--- config.mk ---
export PLATFORM = sky130hd
export DESIGN_NAME = verify_cmp
export DESIGN_NICKNAME = d
export VERILOG_FILES = /design/src/rtl/verify_cmp.sv
export SDC_FILE = /design/constraint.sdc
export NUM_CORES = 1
export LEC_CHECK = 0
export CAP_MARGIN = 10
export CORE_MARGIN = 2
export CORE_UTILIZATION = 56
export CTS_BUF_LIST = sky130_fd_sc_hd__clkbuf_8
export CTS_CLUSTER_SIZE = 8
export DETAILED_ROUTE_END_ITERATION = 6
export GPL_TIMING_DRIVEN = 1
export PLACE_DENSITY = 0.83
export SYNTH_ARGS = -nofsm -noshare
export SYNTH_HDL_FRONTEND = slang
export SYNTH_SLANG_ARGS = --single-unit
--- constraint.sdc ---
create_clock -name clk -period 3.78 [get_ports clk]
set_input_delay 0.756 -clock clk [delete_from_list [all_inputs] [get_ports clk]]
set_output_delay 0.756 -clock clk [all_outputs]
set_load 0.02 [all_outputs]
--- src/rtl/verify_cmp.sv ---
// verify_cmp: constant-time block comparator for the FO re-encryption check.
// Reads len word pairs (A at base_a+i, B at base_b+i, A first) from a shared
// memory and reports whether every pair is equal; the final pair's difference
// is filtered through last_mask. Completion time depends only on len and
// RD_LAT, never on the data.
// Ports:
//   clk, rst          rising-edge clock, synchronous active-low reset
//   start             one-cycle request, honoured only in IDLE or DONE
//   len, base_a,
//   base_b, last_mask operands, captured together with start
//   rd_en, rd_addr    memory read request (registered)
//   din               memory read data, valid RD_LAT cycles after the request
//   busy, done        operation in flight / result available (level)
//   verify_true       1 when the blocks match; only meaningful with done
module verify_cmp #(
    parameter int DATA_W = 64,
    parameter int ADDR_W = 9,
    parameter int LEN_W  = 10,
    parameter int RD_LAT = 1
) (
    input  logic              clk,
    input  logic              rst,
    input  logic              start,
    input  logic [LEN_W-1:0]  len,
    input  logic [ADDR_W-1:0] base_a,
    input  logic [ADDR_W-1:0] base_b,
    input  logic [DATA_W-1:0] last_mask,
    output logic              rd_en,
    output logic [ADDR_W-1:0] rd_addr,
    input  logic [DATA_W-1:0] din,
    output logic              busy,
    output logic              done,
    output logic              verify_true
);

    typedef enum logic [2:0] {
        IDLE  = 3'd0,
        ISSUE = 3'd1,
        DRAIN = 3'd2,
        FINAL = 3'd3,
        DONE  = 3'd4
    } state_t;

    localparam logic [ADDR_W-1:0] ADDR_ONE = {{(ADDR_W-1){1'b0}}, 1'b1};
    localparam logic [LEN_W-1:0]  LEN_ONE  = {{(LEN_W-1){1'b0}}, 1'b1};
    localparam logic [LEN_W-1:0]  LEN_ZERO = {LEN_W{1'b0}};
    localparam logic [DATA_W-1:0] ALL_ONES = {DATA_W{1'b1}};
    localparam logic [DATA_W-1:0] ALL_ZERO = {DATA_W{1'b0}};
    // Tag stages that still have to reach the output stage.
    localparam logic [RD_LAT-1:0] PEND_MASK = {RD_LAT{1'b1}} >> 1'b1;

    state_t              state_r, state_nxt_s;
    logic [LEN_W-1:0]    len_r, len_nxt_s;
    logic [LEN_W-1:0]    idx_r, idx_nxt_s;
    logic                phase_b_r, phase_b_nxt_s;
    logic [ADDR_W-1:0]   ptr_a_r, ptr_a_nxt_s;
    logic [ADDR_W-1:0]   ptr_b_r, ptr_b_nxt_s;
    logic [DATA_W-1:0]   mask_r, mask_nxt_s;
    logic [DATA_W-1:0]   acc_r, acc_nxt_s;
    logic [DATA_W-1:0]   hold_r, hold_nxt_s;
    logic [RD_LAT-1:0]   tag_v_r, tag_v_nxt_s;
    logic [RD_LAT-1:0]   tag_b_r, tag_b_nxt_s;
    logic [RD_LAT-1:0]   tag_l_r, tag_l_nxt_s;
    logic                rd_en_r, rd_en_nxt_s;
    logic [ADDR_W-1:0]   rd_addr_r, rd_addr_nxt_s;
    logic                busy_r, busy_nxt_s;
    logic                done_r, done_nxt_s;
    logic                vt_r, vt_nxt_s;
    logic                last_s;
    logic                pend_s;
    logic                ret_v_s, ret_b_s, ret_l_s;

    assign rd_en       = rd_en_r;
    assign rd_addr     = rd_addr_r;
    assign busy        = busy_r;
    assign done        = done_r;
    assign verify_true = vt_r;

    // The in-flight read is the final pair when its word index is len-1.
    assign last_s  = (idx_r == (len_r - LEN_ONE));
    assign pend_s  = |(tag_v_r & PEND_MASK);
    assign ret_v_s = tag_v_r[RD_LAT-1];
    assign ret_b_s = tag_b_r[RD_LAT-1];
    assign ret_l_s = tag_l_r[RD_LAT-1];

    // Next-state, next-output, return-tag and accumulator logic.
    always_comb begin
        state_nxt_s   = state_r;
        len_nxt_s     = len_r;
        idx_nxt_s     = idx_r;
        phase_b_nxt_s = phase_b_r;
        ptr_a_nxt_s   = ptr_a_r;
        ptr_b_nxt_s   = ptr_b_r;
        mask_nxt_s    = mask_r;
        acc_nxt_s     = acc_r;
        hold_nxt_s    = hold_r;
        rd_en_nxt_s   = 1'b0;
        rd_addr_nxt_s = rd_addr_r;
        busy_nxt_s    = busy_r;
        done_nxt_s    = done_r;
        vt_nxt_s      = vt_r;

        // Tag of the read presented this cycle enters stage 0.
        tag_v_nxt_s    = tag_v_r << 1'b1;
        tag_b_nxt_s    = tag_b_r << 1'b1;
        tag_l_nxt_s    = tag_l_r << 1'b1;
        tag_v_nxt_s[0] = rd_en_r;
        tag_b_nxt_s[0] = phase_b_r;
        tag_l_nxt_s[0] = last_s;

        // Returning data: A words are parked, B words fold their masked
        // difference into the sticky accumulator (no early exit).
        if (ret_v_s && !ret_b_s) begin
            hold_nxt_s = din;
        end else if (ret_v_s && ret_b_s) begin
            acc_nxt_s = acc_r | ((hold_r ^ din) & (ret_l_s ? mask_r : ALL_ONES));
        end else begin
            hold_nxt_s = hold_r;
        end

        case (state_r)
            IDLE, DONE: begin
                if (start) begin
                    len_nxt_s     = len;
                    mask_nxt_s    = last_mask;
                    acc_nxt_s     = ALL_ZERO;
                    idx_nxt_s     = LEN_ZERO;
                    phase_b_nxt_s = 1'b0;
                    rd_addr_nxt_s = base_a;
                    ptr_a_nxt_s   = base_a + ADDR_ONE;
                    ptr_b_nxt_s   = base_b;
                    busy_nxt_s    = 1'b1;
                    done_nxt_s    = 1'b0;
                    vt_nxt_s      = 1'b0;
                    if (len != LEN_ZERO) begin
                        rd_en_nxt_s = 1'b1;
                        state_nxt_s = ISSUE;
                    end else begin
                        state_nxt_s = FINAL;
                    end
                end else begin
                    state_nxt_s = state_r;
                end
            end
            ISSUE: begin
                if (!phase_b_r) begin
                    rd_en_nxt_s   = 1'b1;
                    rd_addr_nxt_s = ptr_b_r;
                    ptr_b_nxt_s   = ptr_b_r + ADDR_ONE;
                    phase_b_nxt_s = 1'b1;
                end else if (last_s) begin
                    state_nxt_s = DRAIN;
                end else begin
                    rd_en_nxt_s   = 1'b1;
                    rd_addr_nxt_s = ptr_a_r;
                    ptr_a_nxt_s   = ptr_a_r + ADDR_ONE;
                    idx_nxt_s     = idx_r + LEN_ONE;
                    phase_b_nxt_s = 1'b0;
                end
            end
            DRAIN: begin
                // Leave once only the output stage can still hold a return;
                // that return is folded in on the same edge.
                if (!pend_s) begin
                    state_nxt_s = FINAL;
                end else begin
                    state_nxt_s = DRAIN;
                end
            end
            FINAL: begin
                vt_nxt_s    = (acc_r == ALL_ZERO);
                done_nxt_s  = 1'b1;
                busy_nxt_s  = 1'b0;
                state_nxt_s = DONE;
            end
            default: begin
                state_nxt_s = IDLE;
            end
        endcase
    end

    // State, operand, datapath and output registers with synchronous reset.
    always_ff @(posedge clk) begin
        if (!rst) begin
            state_r   <= IDLE;
            len_r     <= LEN_ZERO;
            idx_r     <= LEN_ZERO;
            phase_b_r <= 1'b0;
            ptr_a_r   <= {ADDR_W{1'b0}};
            ptr_b_r   <= {ADDR_W{1'b0}};
            mask_r    <= ALL_ZERO;
            acc_r     <= ALL_ZERO;
            hold_r    <= ALL_ZERO;
            tag_v_r   <= {RD_LAT{1'b0}};
            tag_b_r   <= {RD_LAT{1'b0}};
            tag_l_r   <= {RD_LAT{1'b0}};
            rd_en_r   <= 1'b0;
            rd_addr_r <= {ADDR_W{1'b0}};
            busy_r    <= 1'b0;
            done_r    <= 1'b0;
            vt_r      <= 1'b0;
        end else begin
            state_r   <= state_nxt_s;
            len_r     <= len_nxt_s;
            idx_r     <= idx_nxt_s;
            phase_b_r <= phase_b_nxt_s;
            ptr_a_r   <= ptr_a_nxt_s;
            ptr_b_r   <= ptr_b_nxt_s;
            mask_r    <= mask_nxt_s;
            acc_r     <= acc_nxt_s;
            hold_r    <= hold_nxt_s;
            tag_v_r   <= tag_v_nxt_s;
            tag_b_r   <= tag_b_nxt_s;
            tag_l_r   <= tag_l_nxt_s;
            rd_en_r   <= rd_en_nxt_s;
            rd_addr_r <= rd_addr_nxt_s;
            busy_r    <= busy_nxt_s;
            done_r    <= done_nxt_s;
            vt_r      <= vt_nxt_s;
        end
    end

endmodule

# Word-level counts from Yosys, hierarchy flattened
# Index checks and enable logic that the tools add are counted.
[op_classes] add_sub_neg=5 eq_ne=11 muxes=38 bitwise_logic=3 reduce_logical=16
[op_table] cell="$mux 64" count=5
[op_table] cell="$mux 9" count=8
[op_table] cell="$and 64x64->64" count=1
[op_table] cell="$logic_not 64->1" count=1
[op_table] cell="$or 64x64->64" count=1
[op_table] cell="$xor 64x64->64" count=1
[op_table] cell="$pmux 9 s2" count=3
[op_table] cell="$mux 10" count=3
[op_table] cell="$add 9x1->9 const B" count=3
[op_table] cell="$pmux 10 s2" count=1
[op_table] cell="$pmux 3 s4" count=1
[op_table] cell="$add 10x1->10 const B" count=1
[op_table] cell="$eq 10x10->1" count=1
[op_table] cell="$ne 2x2->1 const B" count=5
[op_table] cell="$pmux 1 s2" count=5
[op_table] cell="$reduce_bool 10->1" count=1
[op_table] cell="$sub 10x1->10 const B" count=1
[op_table] cell="$mux 3" count=3
[op_table] cell="$reduce_and 3->1" count=3
[op_table] cell="$mux 1" count=8
[op_table] cell="$eq 3x2->1 const B" count=2
[op_table] cell="$reduce_and 2->1" count=3
[op_table] cell="$reduce_and 4->1" count=1
[op_table] cell="$reduce_bool 2->1" count=2
[op_table] cell="other kinds (8)" count=9
[word_totals] register_bits=250 wordCells=90

# Longest topological paths before layout
[depth] word_depth=7 mapped_depth=14 mapped_depth_nobuf=10

# Worst setup path before layout
# No wires, ideal clock.
[synth_timing] path_type="register to register" startpoint="register len_r[0]" endpoint="register ptr_a_r[3]" arrival_time_ps=2713 required_ps=3660 setup_slack_ps=947 path_stages_with_launch=13 path_cell_list="dfxtp_1 clkbuf_1 inv_1 ha_1 buf_2 xor2_1 o31a_2 nor3_1 nand4_4 and3_4 buf_6 o311a_1 o31a_1"
[synth_via] elab_chain_cells=4
[synth_lines] element="start, declared" line="53" text="logic [LEN_W-1:0] len_r, len_nxt_s;"
[synth_lines] element="start signal, assigned" line="204" text="len_r <= len_nxt_s;"
[synth_lines] element="$sub 10x1->10" line="80" text="assign last_s = (idx_r == (len_r - LEN_ONE));"
[synth_lines] element="$eq 10x10->1" line="80"
[synth_lines] element="$ne 2x2->1 (no source line)"
[synth_lines] element="$reduce_and 4->1 (no source line)"
[synth_lines] element="end signal, assigned" line="189" text="ptr_a_r <= {ADDR_W{1'b0}};"
[synth_lines] element="end signal, assigned" line="207" text="ptr_a_r <= ptr_a_nxt_s;"
[synth_lines] element="end, declared" line="56" text="logic [ADDR_W-1:0] ptr_a_r, ptr_a_nxt_s;"
# No other way between the ends.
# A chain may end at the register's enable or synchronous reset.

# Worst setup path in the final report
[layout_timing] startpoint="register len_r[0]" endpoint="register idx_r[0]"
[layout_via] elab_chain_cells=4
[layout_lines] element="$sub 10x1->10" line="80"
[layout_lines] element="$eq 10x10->1" line="80"
[layout_lines] element="$ne 2x2->1 (no source line)"
[layout_lines] element="$reduce_and 4->1 (no source line)"
[layout_lines] element="end signal, assigned" line="205" text="idx_r <= idx_nxt_s;"
[layout_lines] element="end, declared" line="54" text="logic [LEN_W-1:0] idx_r, idx_nxt_s;"
# No other way between the ends.

==> flow_summary.ini <==
[grt]
grt_antenna_before_repair = 0
overflow = 0
grt_pass1_vias = 9504
grt_max_degree = 162
grtUsageTotal = 0.271
grt_pass1_wl_um = 45300

[power_and_ir_drop]
ir_drop_mv = 0.289
finalPower_w = 0.00599
p_seq_frac = 0.480
p_sw_frac = 0.270
clockPowerShare = 0.376
cellPowerDensity_nw_per_um2 = 445
p_leak_nw = 5.06
p_comb_frac = 0.144
p_switching_w = 0.00161
internal_power_w = 0.00437

[place]
gp_congestion = 0.862
hpwlAfterDp_um = 18100
dpl.cell_count = 1708
portBuffers = 171

[yosys]
netlist_instances = 1355
syn_area_um2 = 10900
yosys_warnings = 0
avgSynthCellArea_um2 = 8.01
netlist-cell-type-count = 63
ys_seq_elements = 250
synth-seq-area-share = 0.461
async_flop_share = 0
ys.flop_type = dfxtp_1
synth_edf_count = 0
syn_nets = 1518

[cts]
ctsLongestPathBuffers = 3
clock_sinks = 250
cts.clk_slew.worst_paths_ns = 0.06
cts_inserted_buffers = 42
cts_repair_resize_count = 0
clk-insertion-delay-late_ns = 0.54
postCtsHoldBufs = 0
post_cts_buffers = 0
cts_tree = yes
h-tree-depth = 2
cts-root-buf = clkbuf_8

[detailed_routing]
post_drt_wl_per_cell_um = 15.6
num_vias = 9942
viasPerCell = 5.60
ant_nets = 0
initialDrtViolationCount = 785
totalWireLength_um = 27700
drc = 0
drt-pass1-iter-count = 5

[cells_and_area]
utilization = 0.714
n_antenna_cell = 0
fin_cells = 1775
drive_above_1_share = 0.0601
nNetsFinal = 1655
area_growth_pct = 23.9

[sta]
slew_violations = 0
timing.setup.tns_ns = 0
worst_slew_pin_slew_ns = 1.16
clock_skew_ns = 0.0154
max_slew_margin = 0.225
finalCriticalPeriod_ns = 2.98
hold_violations = 0
rsz0062_at_grt = false
fmax_ghz = 0.335
period_share = 0.789
setup_violations = 0

[worst_setup_path]
setup.worst_path.start = len_r[0]
path_max_fanout = 14
end_kind = register
reg2reg_to = idx_r[0]
endpoint = idx_r[0]
worstPathArrival_ns = 3.38
reg2reg_slack_ns = 0.80
timing.rr.start = len_r[0]
path_class = register to register
worst_r2r_path_depth = 10
worstPathRequired_ns = 4.17
crit_path_start_kind = register

[min_path]
hold_depth = 2
min_path_type = register to register

[die]
die_w_um = 143
core-area_um2 = 18800
initial_utilization = 0.576
pin_count = 172
fp.dieArea_um2 = 20500
die_y_um = 143
row_count = 50

[outcome]
status = finished clean

[job]
cap_viol_max_count = 0
==> how the worst min path moves through the flow <==
stage	startpoint	end	slack, ns
6_report	mask_r[38]	mask_r[38]	0.45
5_1_grt	mask_r[14]	mask_r[14]	0.47
4_1_cts	mask_r[45]	mask_r[45]	0.45
3_5_place_dp	mask_r[45]	mask_r[45]	0.44
3_3_place_gp	mask_r[45]	mask_r[45]	0.44
2_1_floorplan	mask_r[0]	mask_r[0]	0.43
==> cell families after synthesis <==
logic type                 Yosys count  share of synthesized area
AOI/OAI and AO/OA                  315                      0.170
adders and majority gates            4                    0.00461
buffers and inverters              103                     0.0372
muxes                               27                     0.0250
xor gates and xnor gates            76                     0.0613
DFF                                250                      0.461
and+or+nand+nor                    580                      0.240
==> area by class of cell <==
type | count | area [µm²]
Clock buffer | 47 | 647
Clock inverter | 20 | 116
Fill cell | 1481 | 5380
Inverter | 12 | 47.5
Multi-Input combinational cell | 1002 | 5470
Sequential cell | 250 | 5010
Tap cell | 260 | 325
Timing Repair Buffer | 184 | 1830
==> critical path, cell delays in order (launching register included) <==
cell	delay, ns
dfxtp_1	0.45
inv_1	0.07
ha_1	0.34
xor2_1	0.21
o31a_2	0.35
nor3_1	0.30
nand4_4	0.22
a31oi_4	0.43
buf_4	0.25
xor2_1	0.17
nor2_1	0.05
==> placed cells by master, fill, tap and decap left out, types with 3 or more instances in the layout <==
cell type	instances
or4_1	5
nand2b_1	65
nor3b_1	3
ha_1	4
o21ai_0	23
and3_1	12
o31a_1	4
a221oi_1	4
clkdlybuf4s50_1	171
clkbuf_8	47
a21oi_1	168
o311a_1	4
dfxtp_1	249
nand4_1	7
nand2_1	323
nor4_1	16
xnor2_1	6
o21a_1	6
o31ai_1	3
nor2_1	99
nand3_1	17
inv_1	23
o21ai_1	3
clkinv_2	5
a211oi_1	4
buf_4	11
mux2i_1	26
xor2_1	70
nor3_1	6
o211ai_1	8
a31oi_1	70
or3_1	6
nand3b_1	3
==> synth_stat cells, types with 5 or more instances <==
master | count | area (µm²)
o21a_1 | 6 | 45.0
and3_1 | 12 | 75.1
a31oi_1 | 70 | 438
nand4_1 | 7 | 43.8
xnor2_1 | 6 | 52.6
nand3_1 | 17 | 85.1
clkbuf_1 | 76 | 285
or3_1 | 6 | 37.5
buf_1 | 10 | 37.5
o211ai_1 | 8 | 60.1
nor2_1 | 99 | 372
nor3_1 | 6 | 30.0
nand2b_1 | 66 | 413
inv_1 | 11 | 41.3
mux2i_1 | 26 | 260
nor4_1 | 16 | 100
dfxtp_1 | 250 | 5000
xor2_1 | 70 | 613
a21oi_1 | 168 | 841
o21ai_0 | 23 | 115
or4_1 | 5 | 37.5
nand2_1 | 325 | 1220
==> per-layer routing <==
layer	wire length, µm	share of wire	track usage	vias up
li1	-	-	-	4879
met1	11900	0.43	0.352	4680
met2	13500	0.49	0.464	324
met3	1600	0.058	0.0382	59
met4	703	0.025	0.0896	0
met5	0	0	0	-
==> metrics by stage <==
step | hold slack, ns | setup slack (ns) | area, µm²
floorplan | 0.431 | 0.947 | 10900
detailed placement | 0.441 | 0.807 | 12700
CTS | 0.449 | 0.798 | 13400
global placement | 0.436 | 0.905 | 12700
global route | 0.470 | 0.543 | 13400
finish | 0.449 | 0.797 | 13400
==> registers in the layout, indices dropped and copies added, names as in the netlist <==
name / flops
acc_r: 64
hold_r: 64
mask_r: 64
idx_r: 10
len_r: 10
ptr_a_r: 9
ptr_b_r: 9
rd_addr: 9
state_r: 3
busy: 1
done: 1
phase_b_r: 1
rd_en: 1
ret_b_s: 1
ret_l_s: 1
ret_v_s: 1
verify_true: 1
==> power groups by stage <==
stage | registers (W) | clock network [W] | logic [W]
floorplan | 0.00291 | 0 | 0.000504
global placement | 0.00292 | 0 | 0.000837
CTS | 0.00287 | 0.00227 | 0.000862
global route | 0.00289 | 0.00239 | 0.000947
finish | 0.00288 | 0.00225 | 0.000861
detailed placement | 0.00293 | 0 | 0.000858
(Power assumes the default switching activity.)
==> patch (config.mk and constraints unchanged) <==
`ADDR_W`: 9 -> 10.
--- a/src/rtl/verify_cmp.sv
+++ b/src/rtl/verify_cmp.sv
@@ -15,5 +15,5 @@
 module verify_cmp #(
     parameter int DATA_W = 64,
-    parameter int ADDR_W = 9,
+    parameter int ADDR_W = 10,
     parameter int LEN_W  = 10,
     parameter int RD_LAT = 1
Interface: changed (resized base_a, base_b and rd_addr); port bits go from 172 to 175. The function was not compared with the original's and may differ.
==> patch against the unedited design <==
- power up 11%
- setup slack got worse by 0.24 ns
- routed wire length rose by 8.5%
- critical endpoint is now idx_r[7]
- sequential cell count up 3
- largest cell class unchanged
- die area grew 2.7%
- synthesized cell count rose by 3.3%
- count of clock-buffer cells in the layout grew 1
- design area grew 2.3%
- highest routed layer unchanged
- area after synthesis grew 2.7%
==> patch: results (changes against the unedited design) <==
metric,value,unit,change
cts_resized,0,,unchanged
synth_common_cells,"nand2_1 (315), dfxtp_1 (253), a21oi_1 (172)",,"was nand2_1 (325), dfxtp_1 (250), a21oi_1 (168)"
ys_seq_area_frac,0.454,,was 0.461
r2r_slack,0.55,ns,was 0.80 ns
synth.area.mux_share,0.0235,,was 0.0250
numCtsBuffers,41,,was 42
place.gp.congestion,0.908,,was 0.862
first_iter_violations,786,,was 785
synth_compound_area_frac,0.179,,was 0.170
syn-num-nets,1565,,was 1518
antenna_found_initial,0,,unchanged
synth_cell_types,64,,was 63
skew,0.0174,ns,was 0.0154 ns
dpl.hpwl,19800,um,was 18100 um
worstPathArrival,3.63,ns,was 3.38 ns
p_leak,5.17,nW,was 5.06 nW
placed_area,13000,um2,was 12700 um2
synth-main-ff-cell,dfxtp_1,,unchanged
cts_root_buf,clkbuf_8,,unchanged
ys_warn_count,0,,unchanged
crit_path_max_fanout,19,,was 14
viasPerCell,5.70,,was 5.60
post_cts.repair.setup_buffers,0,,unchanged
cts.clk_slew.worst_paths,0.06,ns,about the same
critPathSlowestCell,or4_4,,was dfxtp_1
max_stage_delay,0.58,ns,was 0.45 ns
grt_pass1_vias,10000,,was 9504
firstDrtPassIters,7,,was 5
p_clk_frac,0.329,,was 0.376
synthAdderAreaFrac,0.00449,,was 0.00461
synth_area_leaders,"dfxtp_1 (45%), nand2_1 (11%), a21oi_1 (7.7%)",,"was dfxtp_1 (46%), nand2_1 (11%), a21oi_1 (7.7%)"
synth_xor_area_frac,0.0613,,about the same
portBuffers,174,,was 171
ir_worst_vdd,0.334,mV,was 0.289 mV
nets,1705,,was 1655
drive_above_1_share,0.0594,,was 0.0601
worst_pin_slew,1.11,ns,was 1.16 ns
pg_clk,2.19,mW,was 2.25 mW
grt_usage,0.281,,was 0.271
grt_max_degree,77,,was 162
p_int,4.62,mW,was 4.37 mW
grt_pass1_wl,49300,um,was 45300 um
hold_path_class,reg -> reg,,unchanged
routedWlPerCell,16.4,um,was 15.6 um
reg_top3,"acc_r: 64 flops, hold_r: 64 flops, mask_r: 64 flops",,unchanged
status,finished clean,,unchanged
timing.hold.ws,0.448,ns,was 0.449 ns
comb-power,1.40,mW,was 0.861 mW
[patch: kinds of logic (layout without fill, tap and decap cells)]
| kind of cell | count (synthesis) | count (layout) |
|---|---|---|
| flip-flops | 253 | 253 |
| adder cells (fa/ha/maj) | 4 | 4 |
| AO/OA/AOI/OAI | 339 | 339 |
| AND/OR/NAND/NOR | 599 | 599 |
| XOR/XNOR | 78 | 78 |
| buffers and inverters | 101 | 266 |
| multiplexers | 26 | 26 |
| other | 0 | 1 |
[patch: cell type report]
cell class                      count  area (um2)
Antenna cell                        1        2.50
Clock buffer                       48         661
Clock inverter                     20        82.6
Fill cell                        1550        5770
Inverter                            9        36.3
Multi-Input combinational cell   1046        5700
Sequential cell                   253        5070
Tap cell                          265         332
Timing Repair Buffer              189        1880
[patch: metrics by stage]
stage	std cells	setup slack (ns)
after floorplan	1400	0.989
after global routing	1830	0.405
final	1831	0.554
after detailed placement	1762	0.574
after global placement	1762	0.638
after CTS	1830	0.557
[patch: worst paths after layout]
check,startpoint,end,cells past startpoint
worst max-delay path,len_r[2],idx_r[7],7
worst min-delay path,mask_r[47],mask_r[47],2
worst max register to register,len_r[2],idx_r[7],7
worst min register to register,mask_r[47],mask_r[47],2
[patch: worst max-delay path, delay by kind of cell, from the launching register on]
| kind | cells | cell delay (ns) |
|---|---|---|
| AOI/OAI and AO/OA | 4 | 1.39 |
| and+or+nand+nor | 3 | 1.35 |
| DFF | 1 | 0.35 |
[patch: routing by layer]
layer | global-route usage | vias up | wire, um
li1 | - | 5079 | -
met1 | 0.362 | 4854 | 12700
met2 | 0.466 | 437 | 14200
met3 | 0.0572 | 63 | 2330
met4 | 0.111 | 0 | 838
met5 | 0 | - | 0
